--- config.mk ---
export PLATFORM = sky130hd
export DESIGN_NAME = spectral_peak_picker
export DESIGN_NICKNAME = d
export VERILOG_FILES = /design/src/rtl/spectral_peak_picker.sv
export SDC_FILE = /design/constraint.sdc
export NUM_CORES = 1
export LEC_CHECK = 0
export CAP_MARGIN = 10
export CORE_AREA = 8 8 152 154
export CTS_CLUSTER_SIZE = 30
export DETAILED_ROUTE_END_ITERATION = 16
export DIE_AREA = 0 0 160 162
export PLACE_DENSITY_LB_ADDON = 0.25
export SETUP_SLACK_MARGIN = 0.1
export SYNTH_ARGS = -nofsm -noshare
export SYNTH_HDL_FRONTEND = slang
export SYNTH_SLANG_ARGS = --single-unit
--- constraint.sdc ---
create_clock -name clk -period 6.8 [get_ports clk]
set_clock_uncertainty 0.2 [all_clocks]
set_input_delay 2.04 -clock clk [delete_from_list [all_inputs] [get_ports clk]]
set_output_delay 2.04 -clock clk [all_outputs]
set_load 0.1 [all_outputs]
--- src/rtl/spectral_peak_picker.sv ---
// Scans one frame of magnitudes bin by bin, tracks the maximum of four
// frequency bands, then emits one record per band whose maximum clears
// MIN_MAG, lowest band first, over a valid/ready handshake.
module spectral_peak_picker #(
  parameter int NUM_BINS = 512,
  parameter int MAG_W    = 16,
  parameter int EDGE1    = 40,
  parameter int EDGE2    = 80,
  parameter int EDGE3    = 160,
  parameter int MIN_MAG  = 16
) (
  input  logic             clk,
  input  logic             reset,
  output logic [8:0]       index,
  input  logic [MAG_W-1:0] magnitude,
  input  logic             magnitude_ready,
  output logic             peak_valid,
  input  logic             peak_ready,
  output logic [1:0]       peak_band,
  output logic [8:0]       peak_bin,
  output logic [MAG_W-1:0] peak_mag,
  output logic             peak_last,
  output logic             frame_done,
  output logic [7:0]       frame_count
);

  localparam logic [8:0]       LAST_BIN  = 9'(NUM_BINS - 1);
  localparam logic [8:0]       B1_START  = 9'(EDGE1);
  localparam logic [8:0]       B2_START  = 9'(EDGE2);
  localparam logic [8:0]       B3_START  = 9'(EDGE3);
  localparam logic [MAG_W-1:0] THRESHOLD = MAG_W'(MIN_MAG);

  typedef enum logic [1:0] {
    SCAN = 2'd0,
    EMIT = 2'd1,
    DONE = 2'd2
  } state_t;

  state_t state;
  state_t state_nxt;

  // Scan position within the frame.
  logic [8:0] bin_cnt;

  // Running per-band maximum and the bin where it was first seen.
  logic [MAG_W-1:0] band_max [4];
  logic [8:0]       band_bin [4];

  // Lowest band number still eligible for emission in this frame (0..4).
  logic [2:0] emit_ptr;

  logic       accept;
  logic       last_accept;
  logic [1:0] cur_band;
  logic [3:0] present;
  logic       nxt_found;
  logic [1:0] nxt_band;
  logic       nxt_last;
  logic       handshake;
  logic       load;
  logic       enter_done;

  // A strobe only counts while scanning; in EMIT/DONE it is ignored and the
  // upstream keeps re-requesting the held index 0.
  assign accept      = (state == SCAN) && magnitude_ready;
  assign last_accept = accept && (bin_cnt == LAST_BIN);
  assign handshake   = peak_valid && peak_ready;

  // Band membership of the bin currently being accepted.
  always_comb begin
    cur_band = 2'd3;
    if (bin_cnt < B1_START) begin
      cur_band = 2'd0;
    end else if (bin_cnt < B2_START) begin
      cur_band = 2'd1;
    end else if (bin_cnt < B3_START) begin
      cur_band = 2'd2;
    end
  end

  // A band is reportable once its maximum reaches the threshold.
  always_comb begin
    present = '0;
    for (int b = 0; b < 4; b++) begin
      present[b] = (band_max[b] >= THRESHOLD);
    end
  end

  // Find the lowest present band at or above emit_ptr, and whether any
  // present band lies above it (that decides peak_last).
  always_comb begin
    nxt_found = 1'b0;
    nxt_band  = 2'd0;
    for (int b = 3; b >= 0; b--) begin
      if (present[b] && (3'(b) >= emit_ptr)) begin
        nxt_found = 1'b1;
        nxt_band  = 2'(b);
      end
    end
    nxt_last = 1'b1;
    for (int b = 0; b < 4; b++) begin
      if (present[b] && (2'(b) > nxt_band)) begin
        nxt_last = 1'b0;
      end
    end
  end

  // A new record is loaded when the output slot is empty, or when the
  // current one is accepted and more bands follow.
  assign load = (state == EMIT) && nxt_found &&
                (!peak_valid || (handshake && !peak_last));

  // Index request: look-ahead by one bin during a strobe so the upstream
  // fetches the next sample on the same edge; wraps to 0 after the last bin.
  always_comb begin
    index = 9'd0;
    if (state == SCAN) begin
      if (accept) begin
        index = last_accept ? 9'd0 : (bin_cnt + 9'd1);
      end else begin
        index = bin_cnt;
      end
    end
  end

  // State register.
  always_ff @(posedge clk) begin
    if (reset) begin
      state <= SCAN;
    end else begin
      state <= state_nxt;
    end
  end

  // Next-state logic: scan the full frame, drain records, pulse done.
  always_comb begin
    state_nxt = state;
    case (state)
      SCAN: begin
        if (last_accept) begin
          state_nxt = EMIT;
        end
      end
      EMIT: begin
        if (!peak_valid && !nxt_found) begin
          state_nxt = DONE;
        end else if (handshake && peak_last) begin
          state_nxt = DONE;
        end
      end
      DONE: begin
        state_nxt = SCAN;
      end
      default: begin
        state_nxt = SCAN;
      end
    endcase
  end

  assign enter_done = (state == EMIT) && (state_nxt == DONE);

  // Bin counter: advances per accepted sample, wraps to 0 on the last bin.
  always_ff @(posedge clk) begin
    if (reset) begin
      bin_cnt <= 9'd0;
    end else if (accept) begin
      bin_cnt <= last_accept ? 9'd0 : (bin_cnt + 9'd1);
    end
  end

  // Band maxima: strict greater-than keeps the lowest bin on ties; DC bin
  // is skipped; everything clears as the FSM re-enters SCAN.
  always_ff @(posedge clk) begin
    if (reset || (state == DONE)) begin
      for (int b = 0; b < 4; b++) begin
        band_max[b] <= '0;
        band_bin[b] <= 9'd0;
      end
    end else if (accept && (bin_cnt != 9'd0) && (magnitude > band_max[cur_band])) begin
      band_max[cur_band] <= magnitude;
      band_bin[cur_band] <= bin_cnt;
    end
  end

  // Emission pointer: restarts at band 0 for every frame, then moves just
  // past each band as its record is loaded.
  always_ff @(posedge clk) begin
    if (reset || last_accept) begin
      emit_ptr <= 3'd0;
    end else if (load) begin
      emit_ptr <= {1'b0, nxt_band} + 3'd1;
    end
  end

  // Output record register; held while the downstream stalls.
  always_ff @(posedge clk) begin
    if (reset) begin
      peak_valid <= 1'b0;
      peak_band  <= 2'd0;
      peak_bin   <= 9'd0;
      peak_mag   <= '0;
      peak_last  <= 1'b0;
    end else if (load) begin
      peak_valid <= 1'b1;
      peak_band  <= nxt_band;
      peak_bin   <= band_bin[nxt_band];
      peak_mag   <= band_max[nxt_band];
      peak_last  <= nxt_last;
    end else if (handshake) begin
      peak_valid <= 1'b0;
    end
  end

  // Frame completion pulse and counter, both visible during DONE.
  always_ff @(posedge clk) begin
    if (reset) begin
      frame_done  <= 1'b0;
      frame_count <= 8'd0;
    end else begin
      frame_done <= enter_done;
      if (enter_done) begin
        frame_count <= frame_count + 8'd1;
      end
    end
  end

endmodule

Yosys cells after proc, flatten, opt, wreduce, memory -nomap -nowiden
Memories as Yosys holds them, arrays and structs flattened. A register that Yosys moved wholly into a read port is not among the register bits.
Cells that the tools add are included.
{"block": "op_classes", "addsub": 3, "n_lt_le_gt_ge": 16, "eq_ne": 4, "muxes": 35, "n_reduce_logical": 30}
{"operator": "$ge A16 B5 Y1 const B", "count": 4}
{"operator": "$mux W9", "count": 4}
{"operator": "$mux W2", "count": 11}
{"operator": "$logic_and A1 B1 Y1", "count": 19}
{"operator": "$mux W1", "count": 18}
{"operator": "$gt A16 B16 Y1", "count": 1}
{"operator": "$mux W16", "count": 1}
{"operator": "$reduce_or A16 Y1", "count": 1}
{"operator": "$add A9 B1 Y9 const B", "count": 1}
{"operator": "$eq A9 B9 Y1 const B", "count": 1}
{"operator": "$lt A9 B6 Y1 const B", "count": 1}
{"operator": "$lt A9 B7 Y1 const B", "count": 1}
{"operator": "$lt A9 B8 Y1 const B", "count": 1}
{"operator": "$reduce_bool A9 Y1", "count": 1}
{"operator": "$reduce_or A9 Y1", "count": 1}
{"operator": "$add A8 B1 Y8 const B", "count": 1}
{"operator": "$ge A1 B3 Y1 const A", "count": 2}
{"operator": "$ge A2 B3 Y1 const A", "count": 2}
{"operator": "$eq A2 B2 Y1 const B", "count": 2}
{"operator": "$gt A1 B2 Y1 const A", "count": 2}
{"operator": "$gt A2 B2 Y1 const A", "count": 2}
{"operator": "$pmux W2 S2", "count": 1}
{"operator": "$add A2 B1 Y3 const B", "count": 1}
{"operator": "$logic_not A1 Y1", "count": 3}
{"operator": "4 further kinds", "count": 6}
{"block": "totals", "ff_bits": 27, "mem_bits_rw": 100, "input_bits": 20, "out_inout_bits": 47, "word_cells": 98, "memories": 2}
{"name": "band_max", "words": 4, "width": 16, "read_ports": 6, "rd_clocked_by_memory_dff": 1, "write_ports": 4, "line_no": "46", "rtl": "logic [MAG_W-1:0] band_max [4];"}
{"name": "band_bin", "words": 4, "width": 9, "read_ports": 1, "rd_clocked_by_memory_dff": 1, "write_ports": 4, "line_no": "47", "rtl": "logic [8:0] band_bin [4];"}

Logic depth before layout (Yosys ltp)
An unclocked memory read counts as a cell.
{"block": "logic_depth", "ltp_word": 13, "mapped_depth": 17, "depth_no_buf": 13}

Worst setup path before layout
Ideal clock, no wire load.
{"block": "synth_path", "path_kind": "input to output", "from": "input magnitude_ready", "to": "output index[0]", "arrival_ns": 4.332, "required_time_ns": 4.560, "path_slack_ns": 0.228, "cell_stages": 4, "n_path_buf": 0, "path_cell_list": "inv_1 -> nor3_1 -> a21oi_1 -> nor3_1"}
{"block": "synth_via", "elab_chain_cells": 5}
{"element": "start: declaration", "line_no": "16", "rtl": "input logic magnitude_ready,"}
{"element": "$logic_and A1 B1 Y1 (*)", "line_no": "65", "rtl": "assign accept = (state == SCAN) && magnitude_ready;"}
{"element": "$logic_and A1 B1 Y1", "line_no": "66", "rtl": "assign last_accept = accept && (bin_cnt == LAST_BIN);"}
{"element": "$mux W9", "line_no": "119", "rtl": "index = last_accept ? 9'd0 : (bin_cnt + 9'd1);"}
{"element": "$mux W9 (*)"}
{"element": "$mux W9 (*)", "line_no": "117", "rtl": "if (state == SCAN) begin"}
{"element": "end: declaration", "line_no": "14", "rtl": "output logic [8:0] index,"}
Mark *: on every way between the ends. The rest lies on a longest branch, timed or not.

Worst setup path in the final report
{"block": "layout_path", "from": "input magnitude_ready", "to": "output index[7]"}
The elaborated chain is that of the path after synthesis.

==> flow_metrics.py <==
metrics = {
    "place": {
        "dpl.hpwl_mm": 15.9,
        "gp_congestion": 0.812,
        "port_buffers": 66,
    },
    "yosys": {
        "synth.distinct_cells": 50,
        "synth_top_family_by_area": "simple AND/OR/NAND/NOR gates",
        "synth_mux_area_frac": 0.00534,
        "synth_adder_area_share": 0.0373,
        "avgSynthCellArea_um2": 9.25,
        "synth_xor_area_frac": 0.00907,
        "syn_inst": 835,
        "synth_edf_count": 100,
        "syn-cell-area_um2": 7720,
        "async_reset_ff_frac": 0,
        "ys_top_cells_by_count": "135 x nor2_1, 100 x edfxtp_1, 83 x nand2_1",
        "yosysWarnings": 0,
        "synth-seq-cells": 152,
        "yosys.area_share.simple": 0.243,
        "synth.area.top_cells": "edfxtp_1 39%, dfxtp_1 13%, nor2_1 6.6%, nor4_1 5.4%, nor3_1 4.7%",
        "synth.most_common_cell": "nor2_1",
        "ys_seq_area_frac": 0.523,
        "synthFlopType": "edfxtp_1",
        "synth_top_area_share": 0.389,
        "synth_compound_area_frac": 0.132,
        "synth_top_area_cell": "edfxtp_1",
    },
    "clock_network": {
        "htreeDepth": 4,
        "path_clk_slew_ns": 0.06,
        "cts_tree": "yes",
        "cts_resized": 0,
        "root_buffer": "clkbuf_16",
        "clock-sinks": 152,
        "clk_path_buf_depth": 2,
        "cts_setup_buffers": 0,
        "clk_latency_ns": 0.43,
        "hold_buffers": 0,
        "cts_buffers": 17,
    },
    "run": {
        "drv_cap": 0,
    },
    "worst_hold_path": {
        "min_path_type": "flip-flop to flip-flop",
    },
    "die": {
        "rows": 53,
        "ios": 67,
        "die_w_um": 160,
        "dieArea_um2": 25900,
        "start_util": 0.373,
        "die_h_um": 162,
        "core_um2": 20700,
    },
    "timing": {
        "fin_tns_setup_ns": 0,
        "slew_violations": 0,
        "tightest_slew_ns": 1.09,
        "relSlewSlack": 0.269,
        "period_share": 0.899,
        "hold_viol": 0,
        "rsz0062_at_grt": "false",
        "finalCriticalPeriod_ns": 6.11,
        "setup_viol": 0,
        "clock.fmax_mhz": 164,
    },
    "finish": {
        "nets": 928,
        "utilization": 0.457,
        "drive_gt1_frac": 0.106,
        "syn2layout_area_growth_pct": 22.3,
        "n_fill_cell": 2027,
        "diodes": 0,
    },
    "global_routing": {
        "grt_pass1_vias": 6475,
        "grt_max_degree": 65,
        "antenna_found_initial": 0,
        "grt_overflow": 0,
        "track_usage": 0.180,
        "grt_pass1_wl_mm": 36.8,
    },
    "route": {
        "drt-pass1-iter-count": 8,
        "drc": 0,
        "via_per_inst": 5.63,
        "m1WireLength_mm": 10.3,
        "ant_nets": 0,
        "finalWirelength_mm": 23.1,
        "initialDrtViolationCount": 623,
        "wire_per_inst_um": 19.7,
        "highest_layer": "met4",
        "wl_met3_mm": 1.28,
        "wl_met2_mm": 11.0,
        "vias": 6597,
    },
    "critical_path": {
        "crit_type": "primary input to output port",
        "required_ns": 4.56,
        "crit_family": "simple AND/OR/NAND/NOR gates",
        "cp-start-kind": "primary input",
        "slowest_stage": "clkdlybuf4s50_1",
        "crit_arrival_ns": 3.87,
        "endpoint_kind": "output port",
        "crit_buf_inv": 2,
        "r2r_slack_ns": 1.50,
        "cpPeakStageDelay_ns": 0.58,
        "cp_max_fo": 6,
        "path_cells": "clkdlybuf4s50_1, nand2_1, nor3_1, nand2b_1, xor2_1, nor2_1, buf_12",
    },
    "power_and_ir_drop": {
        "vdd_ir_drop_max_mv": 0.140,
        "p_leak_nw": 3.21,
        "cellPowerDensity_nw_per_um2": 231,
    },
    "outcome": {
        "status": "completed",
    },
}
-- report_power, final --
part / internal [W] / leakage, nW / switching (W)
combinational: 0.0000585 / 1.49 / 0.000100
sequential: 0.00101 / 1.43 / 0.0000201
clock: 0.000610 / 0.290 / 0.000378
-- cells by family after synthesis --
| group | count (synthesis) |
|---|---|
| and+or+nand+nor | 404 |
| DFF | 152 |
| AOI/OAI and AO/OA | 143 |
| buffers and inverters | 100 |
| adders and majority gates | 23 |
| xor gates and xnor gates | 8 |
| muxes | 4 |
| other | 1 |
-- worst reg2reg max path, stage by stage, from the launching register on --
cell	delay [ns]
dfxtp_1	0.51
nor2_1	0.16
nor2b_1	0.14
nor2_1	0.05
buf_4	0.23
nand2_1	0.35
buf_4	0.45
o22ai_1	0.17
a31o_2	0.26
ha_1	0.27
and3_1	0.15
nand3_1	0.16
nor4_1	0.67
a311oi_1	0.20
o31ai_4	0.23
buf_4	0.66
nor4_1	0.17
-- through the flow --
stage	area [µm²]	std cells	power, W	worst slack, ns	hold slack, ns
6_report	9450	1172	0.00218	0.687	0.258
5_1_grt	9450	1172	0.00224	0.533	0.288
4_1_cts	9450	1172	0.00219	0.677	0.263
3_5_place_dp	8840	1141	0.00121	0.689	0.254
3_3_place_gp	8840	1140	0.00121	0.759	0.247
2_1_floorplan	7740	840	0.00115	0.228	0.269
-- layout by cell type, fill, tap and decap left out, types with 16 or more instances in the layout --
| cell type | n |
|---|---|
| nor3_1 | 73 |
| nor4_1 | 67 |
| clkbuf_16 | 17 |
| dfxtp_1 | 52 |
| nor2_1 | 135 |
| o22a_1 | 25 |
| edfxtp_1 | 100 |
| inv_1 | 34 |
| a31o_2 | 16 |
| a21oi_1 | 18 |
| ha_1 | 23 |
| o22ai_1 | 16 |
| buf_4 | 27 |
| nand2_1 | 83 |
| a31oi_1 | 26 |
| nand3_1 | 16 |
| clkdlybuf4s50_1 | 56 |
-- metal layers --
| metal | GRT usage | up-vias |
|---|---|---|
| met1 | 0.240 | 3136 |
| met5 | 0 | - |
| met3 | 0.0283 | 41 |
| met4 | 0.0667 | 0 |
| met2 | 0.291 | 235 |
| li1 | - | 3185 |
-- worst paths after layout --
kind                        start               to  cells past startpoint
setup / recovery  magnitude_ready         index[7]                      7
hold / removal       peak_band[1]     peak_band[1]                      2
setup reg to reg       bin_cnt[5]  band_max[1][15]                     16
hold reg to reg      peak_band[1]     peak_band[1]                      2
-- state kept, by name, indices dropped and copies added (netlist names) --
signal,flops
peak_band,2
band_max,64
band_bin,36
peak_mag,16
peak_last,1
peak_bin,9
bin_cnt,9
frame_count,8
peak_valid,1
state,2
emit_ptr,3
frame_done,1
-- cell type report --
type	instances	area [µm²]	area share
Multi-Input combinational cell	588	3410	0.361
Timing Repair Buffer	92	912	0.0965
Sequential cell	152	4040	0.428
Inverter	34	128	0.0135
Clock inverter	13	179	0.0189
Tap cell	275	344	0.0364
Clock buffer	18	429	0.0454
Power figures use the tool's default switching activity.
